### src/rtl/uart_tx_queue.sv
// Byte FIFO plus send sequencer in front of a UART transmitter: pops one byte,
// strobes tx_send for one cycle, then holds tx_byte until the transmitter's done pulse.
module uart_tx_queue #(
    parameter int DEPTH_LOG2 = 4
) (
    input  logic                  clk,
    input  logic                  rst,
    input  logic [7:0]            wr_data,
    input  logic                  wr_en,
    output logic                  full,
    output logic                  empty,
    output logic [DEPTH_LOG2:0]   count,
    output logic                  overflow,
    output logic                  busy,
    output logic [7:0]            tx_byte,
    output logic                  tx_send,
    input  logic                  tx_done
);

    localparam int DEPTH = 1 << DEPTH_LOG2;
    localparam logic [DEPTH_LOG2:0]   CNT_FULL = (DEPTH_LOG2 + 1)'(DEPTH);
    localparam logic [DEPTH_LOG2:0]   CNT_ZERO = '0;
    localparam logic [DEPTH_LOG2:0]   CNT_ONE  = (DEPTH_LOG2 + 1)'(32'd1);
    localparam logic [DEPTH_LOG2-1:0] PTR_ONE  = DEPTH_LOG2'(32'd1);

    typedef enum logic [1:0] {
        ST_IDLE = 2'd0,
        ST_SEND = 2'd1,
        ST_WAIT = 2'd2
    } state_t;

    logic [7:0]            mem_q [DEPTH];
    logic [7:0]            mem_d [DEPTH];
    logic [DEPTH_LOG2-1:0] wr_ptr_q, wr_ptr_d;
    logic [DEPTH_LOG2-1:0] rd_ptr_q, rd_ptr_d;
    logic [DEPTH_LOG2:0]   count_q, count_d;
    logic                  overflow_q, overflow_d;
    state_t                state_q, state_d;
    logic [7:0]            tx_byte_q, tx_byte_d;
    logic                  tx_send_q, tx_send_d;

    logic full_s, empty_s, wr_accept_s, pop_s;

    // Occupancy flags and the two per-edge FIFO events; full is judged before any pop.
    always_comb begin
        full_s      = (count_q == CNT_FULL);
        empty_s     = (count_q == CNT_ZERO);
        wr_accept_s = wr_en && !full_s;
        pop_s       = (state_q == ST_IDLE) && !empty_s;
    end

    // Storage, pointers, occupancy counter and sticky overflow.
    always_comb begin
        mem_d      = mem_q;
        wr_ptr_d   = wr_ptr_q;
        rd_ptr_d   = rd_ptr_q;
        count_d    = count_q;
        overflow_d = overflow_q;
        if (wr_accept_s) begin
            mem_d[wr_ptr_q] = wr_data;
            wr_ptr_d        = wr_ptr_q + PTR_ONE;
        end else begin
            wr_ptr_d = wr_ptr_q;
        end
        if (wr_en && full_s) begin
            overflow_d = 1'b1;
        end else begin
            overflow_d = overflow_q;
        end
        if (pop_s) begin
            rd_ptr_d = rd_ptr_q + PTR_ONE;
        end else begin
            rd_ptr_d = rd_ptr_q;
        end
        case ({wr_accept_s, pop_s})
            2'b10:   count_d = count_q + CNT_ONE;
            2'b01:   count_d = count_q - CNT_ONE;
            default: count_d = count_q;
        endcase
    end

    // Send sequencer: tx_done only matters while waiting on an in-flight frame.
    always_comb begin
        state_d   = state_q;
        tx_byte_d = tx_byte_q;
        case (state_q)
            ST_IDLE: begin
                if (pop_s) begin
                    state_d   = ST_SEND;
                    tx_byte_d = mem_q[rd_ptr_q];
                end else begin
                    state_d = ST_IDLE;
                end
            end
            ST_SEND: state_d = ST_WAIT;
            ST_WAIT: begin
                if (tx_done) begin
                    state_d = ST_IDLE;
                end else begin
                    state_d = ST_WAIT;
                end
            end
            default: state_d = ST_IDLE;
        endcase
        tx_send_d = (state_d == ST_SEND);
    end

    // State register; reset drops any queued bytes and silences the transmitter side.
    always_ff @(posedge clk or posedge rst) begin
        if (rst) begin
            mem_q      <= '{default: 8'h00};
            wr_ptr_q   <= '0;
            rd_ptr_q   <= '0;
            count_q    <= CNT_ZERO;
            overflow_q <= 1'b0;
            state_q    <= ST_IDLE;
            tx_byte_q  <= 8'h00;
            tx_send_q  <= 1'b0;
        end else begin
            mem_q      <= mem_d;
            wr_ptr_q   <= wr_ptr_d;
            rd_ptr_q   <= rd_ptr_d;
            count_q    <= count_d;
            overflow_q <= overflow_d;
            state_q    <= state_d;
            tx_byte_q  <= tx_byte_d;
            tx_send_q  <= tx_send_d;
        end
    end

    assign full     = full_s;
    assign empty    = empty_s;
    assign count    = count_q;
    assign overflow = overflow_q;
    assign busy     = !empty_s || (state_q != ST_IDLE);
    assign tx_byte  = tx_byte_q;
    assign tx_send  = tx_send_q;

endmodule

### config.mk
export PLATFORM = sky130hd
export DESIGN_NAME = uart_tx_queue
export DESIGN_NICKNAME = d
export VERILOG_FILES = /design/src/rtl/uart_tx_queue.sv
export SDC_FILE = /design/constraint.sdc
export NUM_CORES = 1
export LEC_CHECK = 0
export ABC_AREA = 1
export ABC_CLOCK_PERIOD_IN_PS = 11900
export CAP_MARGIN = 10
export CORE_MARGIN = 4
export CORE_UTILIZATION = 35
export CTS_CLUSTER_SIZE = 28
export DETAILED_ROUTE_END_ITERATION = 7
export PLACE_DENSITY = 0.59
export SLEW_MARGIN = 25
export SYNTH_ARGS = -nofsm -noshare
export SYNTH_HDL_FRONTEND = slang
export SYNTH_SLANG_ARGS = --single-unit
### constraint.sdc
create_clock -name clk -period 11.9 [get_ports clk]
set_clock_uncertainty 0.15 [all_clocks]
set_input_delay 2.38 -clock clk [delete_from_list [all_inputs] [get_ports clk]]
set_output_delay 2.38 -clock clk [all_outputs]
set_load 0.05 [all_outputs]
; ---- Word-level counts from Yosys, hierarchy flattened
; Index checks and enable logic that the tools add are counted.
[word_totals]
register_bits = 153
latch_bits = 0
ram_bits = 0
mem_bits_ro = 0
in_bits = 12
out_inout_bits = 18
wordCells = 60
mem_count = 0
[op_classes]
add_sub_neg = 4
multipliers = 0
div = 0
n_lt_le_gt_ge = 3
eq_ne = 6
shift = 0
mux = 10
bitwise = 2
reduce_logical = 12
[ops]
columns = op, count
row1 = 128-bit bitwise mux, 1
row2 = 8-bit binary-select mux with 4-bit select, 1
row3 = 8-bit demux with 4-bit select, 1
row4 = 8-bit 2-to-1 mux, 3
row5 = "5-bit greater-or-equal comparator, second input constant", 2
row6 = 4-bit NOT with 5-bit output, 2
row7 = 5-bit case mux with 2 select lines, 1
row8 = "4-bit by 1-bit adder with 4-bit output, second input constant", 2
row9 = "2-bit by 1-bit equality test with 1-bit output, second input constant", 3
row10 = 2-bit case mux with 3 select lines, 1
row11 = "5-bit by 1-bit adder with 5-bit output, second input constant", 1
row12 = "5-bit equality test, second input constant", 1
row13 = 5-bit zero test, 1
row14 = "5-bit by 1-bit less-than comparator with 1-bit output, second input constant", 1
row15 = "5-bit by 1-bit subtractor with 5-bit output, second input constant", 1
row16 = "2-bit equality test, second input constant", 2
row17 = 1-bit logical AND, 4
row18 = 2-bit nonzero test, 2
row19 = 1-bit zero test, 2
row20 = 2-bit zero test, 1
row21 = 2-bit 2-to-1 mux, 1
row22 = 2-bit AND reduction, 1
row23 = 1-bit logical OR, 1
row24 = 1-bit 2-to-1 mux, 1

; ---- Depth between registers and ports, before layout
; Gate-level depths: netlist of the first run.
[logic_depth]
word_depth = 6
ltp_mapped = 15
mapped_depth_nobuf = 14

; ---- Worst setup path before layout of the first run
; Ideal clock, no wire load.
[synth_path]
kind = reg-to-output
from = register count_q[0], in the netlist count[0]
to = output port busy
arrival_time_ps = 1822
setup_slack_ps = 7548
stages_incl_launch_ff = 5
n_path_buf = 0
path_cell_list = dfrtp_1 nor4_4 nand2_1 inv_1 nand2_1
[synth_via]
elab_chain_cells = 3
[synth_rtl]
columns = item, line_no
row1 = from (decl), 36  ; logic [DEPTH_LOG2:0] count_q, count_d;
row2 = from (signal assigned), 123  ; count_q <= count_d;
row3 = 5-bit zero test, 47  ; empty_s = (count_q == CNT_ZERO);
row4 = net empty, 11  ; output logic empty,
row5 = 1-bit zero test, 135  ; assign busy = !empty_s || (state_q != ST_IDLE);
row6 = 1-bit logical OR, 135
row7 = to (decl), 14  ; output logic busy,
; The timed path passes the listed nets, and every way through them passes these cells.

; ---- Final worst setup path of the first run
[layout_path]
from = register count_q[0], in the netlist count[0]
to = output port full
[layout_via]
elab_chain_cells = 1
[layout_rtl]
columns = item, line_no
row1 = 5-bit equality test, 46  ; full_s = (count_q == CNT_FULL);
row2 = to (decl), 10  ; output logic full,
; No other way between the ends.

==> flow_results.org, run 1 <==
** Floorplanning
- Row count :: 56
- IO Pins :: 30
- Initial cell density of the core :: 35.5%
- The die covers 0.0263 mm^2.
- In this run the vertical extent of the chip is 162 um.
- Die width :: 162 um
- Std-Cell Core Area :: 0.0234 mm^2

** Drt
- The count of nets left with antenna violations once routing finished came out at 0.
- For this block, the routed nets add up to about 23,000 um of wire.
- Number of remaining DRC errors :: 0
- Post-detailed-route via-to-cell ratio :: 5.07
- The final route contains ~7,300 vias.
- For this block, the initial DRC count from the detailed router was 624.
- Routed wire per std cell :: 16.1 um
- The first detailed-routing pass took 5 iterations.

** Setup path
- On the worst path, the slowest cell contributes a delay of 0.82 ns.
- The worst register-to-register path has a depth of 14.
- Type of the worst setup path :: reg2out
- For the worst setup path, the data required time is between 9 and 10 ns.
- Across all register-to-register paths, the minimum setup slack is 8.33 ns.
- Highest fanout seen on the critical path :: 66
- Arrival time of the worst setup path :: 2.75 ns
- CP endpoint kind :: output pin
- The worst setup path is launched from a flip-flop.
- Among all stages on the critical path, the largest delay is contributed by clkdlybuf4s50_1.
- Cells traversed along the worst timing path :: nor4_4 > nand2_4 > inv_1 > clkdlybuf4s50_1
- Critical register-to-register path startpoint :: count[0]$_DFFE_PP0P_
- The endpoint identified for the worst register-to-register timing path is count[4]$_DFFE_PP0P_.

** STA
- Static timing analysis puts the maximum clock frequency at between 0.15 and 0.2 GHz.
- The routed design could run at a clock period as short as 5.28 ns.
- Rel. slew slack :: 27.2%
- For the pin with the worst max-slew slack, the measured transition is between 1 and 1.5 ns.
- Setup total negative slack on the finished layout was measured at 0 ns.
- Final number of max-transition violations :: 0
- Setup repair after global routing left no endpoint under its margin.
- In the finished design, the share of the clock period the worst path needs comes to 44.4%.
- Setup violations remaining at the end of the flow were counted as 0.
- Hold Slack :: ~0.32 ns
- The final hold violation count came to 0.

** Final layout
- The post-route netlist has under 10% of its cells at a drive strength greater than 1.
- Fill cells :: about 2,500
- Registers take between 0.003 and 0.004 mm^2.
- The library cell used most frequently in the layout, excluding fill and tap cells, is nand2_1.
- 0 antenna diodes ended up in the layout.
- Nets :: 1,137
- In the layout the commonest cells are nand2_1 (492), dfrtp_1 (152), nand4_1 (128).
- Layout-stage area growth over the synthesis result :: 12.1%
- The multi-input combinational cells in the finished layout cover a total of about 0.0036 mm^2.

** Yosys
- Among all flip-flop cells after synthesis, the most frequent one is dfrtp_1.
- After synthesis the netlist holds a flip-flop and latch count of roughly 150.
- Per-instance average area after synthesis :: approximately 7.3 um^2
- Net count of the mapped netlist :: 1,157
- In the synthesized netlist the async set-or-reset flop fraction comes to 100%.
- Sequential share of the synthesized area :: 46.0%
- Yosys warning count :: 0
- Syn Inst Count :: ~1,100
- Yosys mapped the design onto 23 distinct sky130hd cell types.
- The synthesized design contains 0 enable-type register cells.
- Post-synthesis instance area :: 0.00832 mm^2

** GRT
- The global routing stage identified its most utilized layer as met2.
- Largest net degree at the start of global routing :: 86
- In the global route stage, overall resource usage came out at 18.2%.
- Via count of the first global-routing pass :: 7,005
- The first global-routing pass estimated 38,200 um of wire.
- Global routing used roughly 2.7% of the available met3 tracks.
- The initial antenna violation count came to 0.
- Summed over all layers, the global routing overflow is 0.
- For met1 alone, demand over resource in global routing was ~25%.
- Met2 Track Usage GR :: 29.8%

** Pwr
- Net switching share of the total power :: a little over two fifths
- The internal power of the cells totals 1.50 mW.
- Power spent charging and discharging nets :: 1.14 mW
- Registers are responsible for ~34% of the overall power.
- Clock Power Share :: 23.6%
- Leakage dissipation :: 4.89 nW
- PD cells :: 283 mW/mm^2
- The worst-case IR drop observed on VDD is 0.000127 V.
- Of the total power, combinational logic draws 42.8%.

** Min path
- The startpoint identified for the worst hold timing path is mem_q[25]$_DFFE_PP0P_.
- Worst hold path stage count :: 2
- End point of the most critical hold path :: mem_q[25]$_DFFE_PP0P_
- The tightest min-delay check is of the reg2reg type.

** CTS
- Count of cells resized by post-cts repair :: 0
- TritonCTS created 17 clock buffers.
- Cts-stage hold buffer count :: 0
- Setup Fix Bufs, Post-CTS :: 0
- After clock tree synthesis, the clock-pin slew on the worst setup and hold paths is 0.06 ns.
- Clock latency at the later pin of the worst-skew pair :: approximately 0.43 ns
- CTS tree :: yes
- No sink is reached through more buffers than the 2 on the longest clock path.
- Counting every sink on the clock net gives between 150 and 200.
- Buffer type at the clock tree root :: clkbuf_16
- The H-tree was split into 4 levels.

** Flow run
- # Max-Cap Violations :: 0

** Status
- Result of the run :: finished clean

** Placed design
- Buffers added on ports :: 29
- Post-DP HPWL :: 14,300 um
- Routability-driven placement finished with a final weighted congestion of roughly 0.87.
==> critical path, delay by kind of cell, from the launching register on <==
family                 cells  cell delay [ns]
flip-flops                 1             0.45
buffers and inverters      2             0.99
AND/OR/NAND/NOR            2             0.86
==> area by class of cell <==
class,count,share of cell area (%)
sequential,153,41.1
multi-input combinational,785,38.8
inverter,123,5.00
clock buffer,21,4.83
tap,319,4.28
timing repair buffer,36,3.65
clock inverter,11,2.33
==> Yosys cell counts, types with 2 or more instances <==
master | instances | area (um^2)
buf_1 | 23 | 86.3
buf_2 | 20 | 100
buf_6 | 14 | 158
clkbuf_1 | 18 | 67.6
dfrtp_1 | 153 | 3830
ha_1 | 9 | 113
inv_1 | 122 | 458
nand2_1 | 493 | 1850
nand3_1 | 118 | 591
nand4_1 | 128 | 801
nor2_1 | 2 | 7.51
nor2_2 | 16 | 100
o21ai_0 | 4 | 20.0
xnor2_1 | 3 | 26.3
xor2_1 | 5 | 43.8
==> registers in the layout, indices dropped and copies added, names as in the netlist <==
signal and cells:
mem_q 128, tx_byte 8, count 5, rd_ptr_q 4, wr_ptr_q 4, state_q 2, overflow 1, tx_send 1
==> metal layers <==
layer	vias up	part of all wire (%)
li1	3600	-
met1	3494	46
met2	209	47
met3	35	5.0
met4	0	2.0
met5	-	0
==> logic make-up (layout without fill, tap and decap cells) <==
group | Yosys count | after routing | share of synthesized area, %
XOR/XNOR | 8 | 8 | 0.842
flip-flops | 153 | 153 | 46.0
AO/OA/AOI/OAI | 9 | 9 | 0.677
AND/OR/NAND/NOR | 759 | 759 | 40.6
adder cells (fa/ha/maj) | 9 | 9 | 1.35
buffers and inverters | 198 | 191 | 10.5
==> stage by stage <==
step                setup slack [ns]  util [%]  std cells  area (um^2)  power, mW
detailed placement              7.06      37.0       1416         8660       2.02
global placement                7.08      37.0       1416         8660       2.01
CTS                             6.58      39.9       1448         9330       2.65
global route                    6.49      39.9       1448         9330       2.86
finish                          6.62      39.9       1448         9330       2.64
floorplan                       5.25         -       1136         8320       1.71
==> power by group through the flow <==
stage / Clock [mW] / Sequential, mW / Combinational (mW)
final: 0.622 / 0.885 / 1.13
after global routing: 0.655 / 0.918 / 1.29
after CTS: 0.632 / 0.886 / 1.13
after detailed placement: 0 / 0.894 / 1.13
after global placement: 0 / 0.886 / 1.12
after floorplan: 0 / 0.936 / 0.774
==> how the worst max path moves through the flow <==
stage | startpoint | end | slack (ns) | depth (start not counted)
after floorplan | rst | count[0]$_DFFE_PP0P_ | 5.25 | 1
after global placement | count[0]$_DFFE_PP0P_ | full | 7.08 | 4
after detailed placement | count[0]$_DFFE_PP0P_ | full | 7.06 | 4
after CTS | count[0]$_DFFE_PP0P_ | full | 6.58 | 4
after global routing | count[0]$_DFFE_PP0P_ | full | 6.49 | 4
final | count[0]$_DFFE_PP0P_ | full | 6.62 | 4
(Power assumes the default switching activity.)
==> run 2, diff against run 1 <==
--- a/config.mk
+++ b/config.mk
@@ -6,13 +6,13 @@
 export NUM_CORES = 1
 export LEC_CHECK = 0
 export ABC_AREA = 1
-export ABC_CLOCK_PERIOD_IN_PS = 11900
+export ABC_CLOCK_PERIOD_IN_PS = 4700
 export CAP_MARGIN = 10
 export CORE_MARGIN = 4
 export CORE_UTILIZATION = 35
 export CTS_CLUSTER_SIZE = 28
 export DETAILED_ROUTE_END_ITERATION = 7
-export PLACE_DENSITY = 0.59
+export PLACE_DENSITY = 0.6
 export SLEW_MARGIN = 25
 export SYNTH_ARGS = -nofsm -noshare
 export SYNTH_HDL_FRONTEND = slang
==> constraint.sdc (replaced) <==
create_clock -name clk -period 4.7 [get_ports clk]
set_clock_uncertainty 0.15 [all_clocks]
set_input_delay 0.94 -clock clk [delete_from_list [all_inputs] [get_ports clk]]
set_output_delay 0.94 -clock clk [all_outputs]
set_load 0.05 [all_outputs]
==> run 2 against run 1 <==
  * Design area hardly changed
  * Combinational power is 150% higher
  * Global-route usage is 0.87 points higher
  * Clock power is 130% higher
  * Clock-buffer cell count stayed put
  * Critical endpoint is now empty
  * Largest cell class unchanged
==> flow_results.org, run 2 (synthesis results as in run 1) <==
** Pwr
- The combinational power share is 42.6% (-0.2 points).
- The switching component of the power was 2.91 mW (+160%).
- Worst VDD drop :: 0.000289 V (+130%)
- Leakage dissipation :: 4.90 nW (+0.23%)
- Clock Power Share :: 21.9% (-1.7 points)
- Net switching share of the total power :: 44.3% (+1.1 points)
- PD cells :: 704 mW/mm^2 (+150%)
- Register share of total power :: 35.5% (+1.9 points)
- The cell internal power dissipation is 3.65 mW (+140%).

** Final layout
- Most common cell after layout, fill and taps aside :: nand2_1
- The flip-flop count of the largest register, all copies and words added was 128 (unchanged).
- Final core occ :: 39.8% (about the same)
- The layout cell share with drive strength beyond 1 was 5.75% (+0.43 points).
- The filler cell count in the final layout came to 2,470 (+0.20%).
- Filler-free cell count of the finished design :: 1,450 (+0.14%)
- Most flops, register :: mem_q
- The layout-stage area growth over the synthesis result came to 12.0% (about the same).
- Nets :: 1,139 (+0.18%)
- N_diodes :: 0 (unchanged)
- In the layout the commonest cells are nand2_1 (492), dfrtp_1 (152), nand4_1 (128).

** Drt
- The ratio of routed vias to standard cells is 5.15 (+1.7%).
- Routed wire per std cell :: 17.0 um (+5.5%)
- The number of search-and-repair iterations in the first detailed-routing pass was 5 (unchanged).
- ANT nets after route :: 0 (unchanged)
- Vias :: 7,473 (+1.8%)
- The total wire length is 24,700 um (+5.6%).
- Number of remaining DRC errors :: 0 (unchanged)
- DRC violation total after the first TritonRoute iteration :: 798 (+28%)

** Setup path
- Launching element type of the critical path :: flip-flop
- The critical path required time is 3.61 ns (-5.76 ns).
- The delay contributed by the slowest stage of the critical path came to 0.80 ns (-0.02 ns).
- The arrival time of data at the critical path endpoint is 2.36 ns (-0.39 ns).
- On the critical path, the stage with the largest delay is an instance of clkdlybuf4s50_1.
- The signal on the critical path passes through nor4_4 > nand2_1 > inv_1 > clkdlybuf4s50_1.
- Type of the worst setup path :: reg2out
- The worst setup path is captured at an output pin.
- The biggest fanout along the worst timing path came to 5 (-92%).

** CTS
- Clock sink count :: 153 (unchanged)
- Longest Clk Path Bufs :: 2 (unchanged)
- The number of H-tree levels came to 4 (unchanged).
- The number of buffers created by CTS is 17 (unchanged).
- The number of buffers added to fix hold violations after cts was 0 (unchanged).
- CTS tree :: yes
- Buffer type at the clock tree root :: clkbuf_16
- Count of cells resized by post-cts repair :: 0 (unchanged)
- Setup Fix Bufs, Post-CTS :: 0 (unchanged)
- The clock latency on the worst-skew pair is 0.43 ns (about the same).
- The clock-pin slew reported for the worst setup and hold paths after clock tree synthesis is 0.06 ns (about the same).

** GRT
- The initial antenna violation count was 0 (unchanged).
- The maximum number of pins on one net before global-route repair was 146 (+70%).
- Total congestion overflow :: 0 (unchanged)
- The combined global-route utilization of all metal layers came to 19.1% (+0.87 points).
- The via count of the first global-routing pass came to 6,998 (-0.10%).
- The first-pass GRT wire length is 39,700 um (+3.9%).

** STA
- Derived from the worst setup path, the maximum achievable clock frequency is 0.290 GHz.
- The transition at the pin with the smallest max-transition slack was 1.03 ns (-0.0584 ns).
- The worst slew margin relative to its limit is 31.1% (+3.9 points).
- The setup total negative slack is 0 ns (unchanged).
- Final cycle utilization of the critical path :: 73.4%
- The smallest clock period supported by the final layout is computed as 3.45 ns.
- Final count of hold timing violations :: 0 (unchanged)
- Final number of max-transition violations :: 0 (unchanged)
- Setup repair after global routing left no endpoint under its margin.
- Setup-violating endpoint count in the final report :: 0 (unchanged)

** Floorplanning
- Die width :: 162 um (unchanged)
- IO Pins :: 30 (unchanged)
- Height of the die :: 162 um (unchanged)
- Row count :: 56 (unchanged)
- The die footprint was 0.0263 mm^2 (unchanged).
- The initial standard-cell utilization of the core was 35.5% (unchanged).
- Std-Cell Core Area :: 0.0234 mm^2 (unchanged)

** Placed design
- The global placement routability congestion was 0.843 (-3.6%).
- Cell total after placement :: 1,418 (+0.14%)
- Post-DP HPWL :: 15,100 um (+5.8%)
- The number of buffers added on ports is 29 (unchanged).

** Status
- Result of the run :: finished clean

** Min path
- In this run the worst hold path is classified as reg2reg.

** Flow run
- # Max-Cap Violations :: 0 (unchanged)
## run 2: area by class of cell
type,instances,area (um^2),share of cell area [%]
Inverter,123,465,4.99
Timing Repair Buffer,38,395,4.24
Multi-Input combinational cell,785,3620,38.9
Clock buffer,21,460,4.94
Clock inverter,11,145,1.56
Tap cell,319,399,4.28
Sequential cell,153,3830,41.1
## run 2: routing by layer
layer | track usage, % | up-vias | wire [um]
li1 | - | 3605 | -
met1 | 27.9 | 3581 | 11400
met2 | 28.7 | 254 | 11100
met3 | 3.68 | 33 | 1700
met4 | 6.19 | 0 | 490
met5 | 0 | - | 0
## run 2: final timing paths
| kind | cells after the start | endpoint | startpoint | slack (ns) |
|---|---|---|---|---|
| min in group asynchronous | 2 | mem_q[120]$_DFFE_PP0P_ | rst | 0.85 |
| min reg2reg | 2 | mem_q[81]$_DFFE_PP0P_ | mem_q[81]$_DFFE_PP0P_ | 0.32 |
| max in group asynchronous | 3 | mem_q[54]$_DFFE_PP0P_ | rst | 2.71 |
| max reg2reg | 14 | count[4]$_DFFE_PP0P_ | count[0]$_DFFE_PP0P_ | 1.46 |
| max | 4 | empty | count[0]$_DFFE_PP0P_ | 1.25 |
| min | 2 | mem_q[81]$_DFFE_PP0P_ | mem_q[81]$_DFFE_PP0P_ | 0.32 |
## run 2: metrics by stage
stage          hold slack, ns  cell area (um^2)  setup WS (ns)  power (mW)
2_1_floorplan           0.292              8320           1.68        4.33
4_1_cts                 0.324              9320           1.21        6.59
3_3_place_gp            0.303              8720           1.48        5.09
6_report                0.317              9320           1.25        6.56
3_5_place_dp            0.308              8720           1.45        5.14
5_1_grt                 0.335              9320           1.14        7.07
## run 2: power groups by stage
stage	combinational (mW)	sequential (mW)	clock (mW)
after floorplan	1.96	2.37	0
after CTS	2.81	2.33	1.45
final	2.79	2.33	1.44
after global routing	3.16	2.40	1.51
after global placement	2.77	2.33	0
after detailed placement	2.80	2.34	0
## run 2: critical path: cells and delay by family, from the launching register on
family | cells | cell delay (ns)
buf+inv | 2 | 0.90
flops | 1 | 0.45
simple gates | 2 | 0.58
